**src/rtl/tick_gen_pkg.sv**
```systemverilog
// tick_gen_pkg: shared channel state encoding, reset period and cfg decode helper
package tick_gen_pkg;
  typedef enum logic [1:0] {
    IDLE = 2'd0,
    RUN  = 2'd1,
    DONE = 2'd2
  } state_e;
  localparam logic [31:0] DEFAULT_PERIOD = 32'h01F78A40;
  function automatic logic cfg_hit(input logic we, input logic [3:0] ch, input int unsigned idx);
    return we && (ch == idx[3:0]);
  endfunction
endpackage

```
**src/rtl/tick_chan.sv**
```systemverilog
// tick_chan: one tick channel (IDLE/RUN/DONE state, counter, period register, registered tick)
// Ports: clk, reset (sync, active-high), start_i run enable, clr_i sync clear to IDLE,
//        mode_i 0 periodic / 1 one-shot, we_i/period_i period load, tick_o expiry pulse,
//        busy_o high in RUN, count_o live counter.
module tick_chan
  import tick_gen_pkg::*;
#(
  parameter int unsigned       CNT_W      = 32,
  parameter logic [CNT_W-1:0]  RST_PERIOD = '0
) (
  input  logic             clk,
  input  logic             reset,
  input  logic             start_i,
  input  logic             clr_i,
  input  logic             mode_i,
  input  logic             we_i,
  input  logic [CNT_W-1:0] period_i,
  output logic             tick_o,
  output logic             busy_o,
  output logic [CNT_W-1:0] count_o
);
  state_e           state_q, state_d;
  logic [CNT_W-1:0] cnt_q, cnt_d, period_q, period_d;
  logic             tick_q, tick_d, mode_q, mode_d;
  logic             expire;
  // >= rather than == so a period shrunk below the live count expires at once
  assign expire   = cnt_q >= period_q;
  // the compare above sees period_q, so a write on the same edge only affects later cycles
  assign period_d = we_i ? period_i : period_q;
  always_comb begin
    state_d = state_q;
    cnt_d   = cnt_q;
    tick_d  = 1'b0;
    mode_d  = mode_q;
    if (clr_i) begin
      state_d = IDLE;
      cnt_d   = '0;
    end else begin
      unique case (state_q)
        IDLE: if (start_i) begin
          state_d = RUN;
          cnt_d   = '0;
          mode_d  = mode_i;
        end
        RUN: if (start_i) begin
          cnt_d   = expire ? '0 : cnt_q + 1'b1;
          tick_d  = expire;
          state_d = (expire && mode_q) ? DONE : RUN;
        end
        DONE: begin
          cnt_d   = '0;
          state_d = start_i ? DONE : IDLE;
        end
        default: begin
          state_d = IDLE;
          cnt_d   = '0;
        end
      endcase
    end
  end
  always_ff @(posedge clk) begin
    if (reset) begin
      state_q  <= IDLE;
      cnt_q    <= '0;
      tick_q   <= 1'b0;
      mode_q   <= 1'b0;
      period_q <= RST_PERIOD;
    end else begin
      state_q  <= state_d;
      cnt_q    <= cnt_d;
      tick_q   <= tick_d;
      mode_q   <= mode_d;
      period_q <= period_d;
    end
  end
  assign tick_o  = tick_q;
  assign busy_o  = state_q == RUN;
  assign count_o = cnt_q;
endmodule

```
**src/rtl/multi_tick_gen.sv**
```systemverilog
// multi_tick_gen: NUM_CH independent programmable tick generators with shared period write port
// Ports: clk, reset (sync, active-high), start/clr/mode per channel, cfg_we/cfg_ch/cfg_period
//        period write, tick/busy per channel, count packed as channel i at [i*CNT_W +: CNT_W].
// Build option MULTI_TICK_GEN_IRQ_EN adds irq_flag (sticky, set by tick) and irq_clr.
module multi_tick_gen #(
  parameter int unsigned NUM_CH         = 4,
  parameter int unsigned CNT_W          = 32,
  parameter logic [31:0] DEFAULT_PERIOD = tick_gen_pkg::DEFAULT_PERIOD
) (
  input  logic                    clk,
  input  logic                    reset,
  input  logic [NUM_CH-1:0]       start,
  input  logic [NUM_CH-1:0]       clr,
  input  logic [NUM_CH-1:0]       mode,
  input  logic                    cfg_we,
  input  logic [3:0]              cfg_ch,
  input  logic [CNT_W-1:0]        cfg_period,
`ifdef MULTI_TICK_GEN_IRQ_EN
  output logic [NUM_CH-1:0]       irq_flag,
  input  logic [NUM_CH-1:0]       irq_clr,
`endif
  output logic [NUM_CH-1:0]       tick,
  output logic [NUM_CH-1:0]       busy,
  output logic [NUM_CH*CNT_W-1:0] count
);
  import tick_gen_pkg::*;
  // channel indices >= NUM_CH match no instance, so such writes fall away
  for (genvar i = 0; i < NUM_CH; i++) begin : g_ch
    tick_chan #(
      .CNT_W      (CNT_W),
      .RST_PERIOD (CNT_W'(DEFAULT_PERIOD))
    ) u_chan (
      .clk      (clk),
      .reset    (reset),
      .start_i  (start[i]),
      .clr_i    (clr[i]),
      .mode_i   (mode[i]),
      .we_i     (cfg_hit(cfg_we, cfg_ch, i)),
      .period_i (cfg_period),
      .tick_o   (tick[i]),
      .busy_o   (busy[i]),
      .count_o  (count[i*CNT_W +: CNT_W])
    );
  end
`ifdef MULTI_TICK_GEN_IRQ_EN
  logic [NUM_CH-1:0] irq_q, irq_d;
  // set wins over a coincident clear
  assign irq_d = (irq_q & ~irq_clr) | tick;
  always_ff @(posedge clk) begin
    if (reset) irq_q <= '0;
    else       irq_q <= irq_d;
  end
  assign irq_flag = irq_q;
`endif
endmodule

```
**config.mk**
```make
export PLATFORM = sky130hd
export DESIGN_NAME = multi_tick_gen
export DESIGN_NICKNAME = d
export VERILOG_FILES = /design/src/rtl/tick_gen_pkg.sv /design/src/rtl/tick_chan.sv /design/src/rtl/multi_tick_gen.sv
export SDC_FILE = /design/constraint.sdc
export NUM_CORES = 1
export LEC_CHECK = 0
export BUFFER_PORTS_ARGS = -buffer_cell sky130_fd_sc_hd__buf_4
export CORE_ASPECT_RATIO = 1.4
export CORE_MARGIN = 1.5
export CORE_UTILIZATION = 35
export CTS_BUF_LIST = sky130_fd_sc_hd__clkbuf_16
export CTS_CLUSTER_SIZE = 16
export DETAILED_ROUTE_END_ITERATION = 12
export SYNTH_ARGS = -nofsm -noshare
export SYNTH_HDL_FRONTEND = slang
export SYNTH_SLANG_ARGS = --single-unit
export TNS_END_PERCENT = 30
```
**constraint.sdc**
```tcl
create_clock -name clk -period 2.5 [get_ports clk]
set_clock_uncertainty 0.05 [all_clocks]
set_input_delay 0 -clock clk [delete_from_list [all_inputs] [get_ports clk]]
set_output_delay 0 -clock clk [all_outputs]
set_load 0.005 [all_outputs]
```
==> summary.txt <==
Grt total ovfl = 0
Fillers = 3958
Worst rel slew slack = 0.425
PD cells = 448 nW/um^2
Clock latency on the worst-skew pair = 570 ps
Register bit total from synthesis = 272
Worst hold path class = input pin to flop
Top FF cell, synth = dfxtp_1
DP Wirelength = 35600 um
Starting DRT DRC Count = 986
DR top layer = met5
Vias in the first global route = 14233
Clk pin slew, worst setup/hold paths = 70 ps
RSZ-0062 raised after global routing = true
Final setup fails = 0
Static leakage = 8.52 nW
Die ar. = 43200 sq um
Crit. End Element = flop
Tmin final = 2490 ps
Pwr Total = 9.06 mW
Total wire length = 50200 um
Wl on met1 = 20500 um
Least-Margin Pin Slew = 860 ps
H-tree Lvls = 1
Metal3 WL = 2190 um
Simple-Gate Fraction of Synth Area = 0.239
CP Class = flop to flop
Starting Density = 0.355
Hold slack = 18.5 ps
Share of layout cells above drive strength 1 = 0.241
Post-synth EDFFs = 0
Final core occ = 0.490
I/O pin count = 187
Crit path max fanout = 9
GRT Total Usage = 0.220
Root Driver = clkbuf_16
Core area = 41300 sq um
Fin crit share = 0.997
FMAX = 401 MHz
Area grow syn2layout = 37.7%
Initial antenna violation count = 1
Hold Vio Cnt, Final = 0
Multiplexer share of the synthesized area = 0.0184
XOR/XNOR Fraction of Synth Area = 0.0179
DRT antenna net count = 0
DRC errors left = 0
Drt wl/cell = 17.7 um
Critical Path AT = 2930 ps
Chip width = 176 um
Setup_tns = 0 ps
Vias/cell = 5.22
Syn Inst Count = 1887
Fin cells = 2843
Critical Path RT = 2930 ps
Avg Inst Size Synth = 7.78 sq um
Unique cell type count in the Yosys netlist = 52
Bufs on Longest Clock Path = 3
Via count = 14848
Max-cap violations = 0
Largest family of logic cells by synthesized area = simple AND/OR/NAND/NOR gates
Cell Area, Synth = 14700 sq um
VDD IR-drop max = 411 uV
Multi-input gate area = 8740 sq um
CTS sink cnt = 272
Met2 wire length = 25900 um
DRT Pass-1 Iters = 6
Buffers added on ports = 186
Layout Nets = 2466
Most frequent cells in the layout = buf_4, nand2_1, dfxtp_1
Antenna Cells = 0
Status = finished clean
Crit path launch type = flop
Sequential-to-total area share from yosys stat = 0.371
Placer Congestion = 0.849
TritonCTS clock tree = yes
Ys async rst share = 0
First-pass GRT wire length = 75500 um
Synth Area in Adders = 0.113
Chip Height = 245 um
Synth Area in Compound Gates = 0.173
# rows = 88
Slew Limit Fails = 0
Clock buffers created by TritonCTS = 29
Post-Syn Nets = 2070
Register area = 5480 sq um
Most common cell after layout, fill and taps aside = buf_4
Largest net degree at the start of global routing = 50
YS warnings = 0
Placed cells = 2706
[layer usage]
layer  track usage  vias up
met5             0        -
met4        0.0845        2
met3        0.0232       97
met2         0.405      396
met1         0.259     6994
li1              -     7359
[path summary, 6_finish.rpt]
| kind | from | endpoint | slack, ps | cells past startpoint |
|---|---|---|---|---|
| worst max-delay path | g_ch[3].u_chan.count_o[30] | g_ch[3].u_chan.count_o[18] | 8 | 11 |
| worst min-delay path | cfg_ch[0] | g_ch[0].u_chan.period_q[25] | 20 | 5 |
| worst max register to register | g_ch[3].u_chan.count_o[30] | g_ch[3].u_chan.count_o[18] | 8 | 11 |
| worst min register to register | g_ch[0].u_chan.period_q[3] | g_ch[0].u_chan.period_q[3] | 400 | 2 |
[synthesized netlist by cell type (18+ instances only)]
master    instances  share of area
a21oi_1         191          0.065
a31oi_1          38          0.016
and3_1           23         0.0098
and4_1           19          0.011
clkbuf_1         59          0.015
dfxtp_1         272           0.37
ha_1            132           0.11
inv_1           162          0.041
mux2i_1          27          0.018
nand2_1         373          0.095
nand2b_1         22         0.0094
nand3_1          93          0.032
nand4_1          46          0.020
nor2_1           68          0.017
nor3_1           34          0.012
o211ai_1         51          0.026
o21ai_0          84          0.029
xor2_1           18          0.011
[metrics by stage]
step,setup WS (ps),cell area [sq um]
after floorplan,4.46,14700
after global placement,-29.6,17800
after detailed placement,-117,17800
after CTS,-8.41,19500
after global routing,-89.9,20200
final,8.37,20200
[power by group]
group	internal [mW]	switching, mW	leakage (nW)
sequential	4.37	0.0201	2.21
combinational	0.226	0.320	5.84
clock	2.29	1.82	0.462
[kinds of logic (layout without fill, tap and decap cells)]
group / after synthesis / after routing
fa+ha+maj: 132 / 132
xor+xnor: 30 / 30
buf+inv: 253 / 669
mux: 27 / 27
simple gates: 742 / 742
flops: 272 / 272
compound gates: 431 / 431
[state kept, by name, indices dropped and copies added (netlist names)]
signal and cells:
g_ch.u_chan.count_o 128, g_ch.u_chan.period_q 128, g_ch.u_chan.state_q 8, g_ch.u_chan.mode_q 4
g_ch.u_chan.tick_o 4
[area by class of cell]
cell class	count	share of cell area
Clock inverter	22	0.00743
Inverter	162	0.0301
Sequential cell	272	0.271
Timing Repair Buffer	456	0.189
Tap cell	540	0.0334
Clock buffer	29	0.0359
Multi-Input combinational cell	1362	0.433
[repair_timing]
action	CTS	global route
endpoints found under the setup margin	69	119
cloned	3	11
buffers inserted	8	11
hold buffers	54	0
gates resized for setup	31	115
endpoints found under the hold margin	182	0
pin swaps	8	46
[worst max-delay path: stages, from the launching register on]
cell and delay, ps:
dfxtp_2 340, ha_1 320, nand4_1 140, nor3_2 80, a221oi_2 320, o21ai_2 130
buf_4 160, a211oi_4 310, buf_12 170, buf_6 140, nand2_1 60, a31oi_1 170
Power figures use the tool's default switching activity.
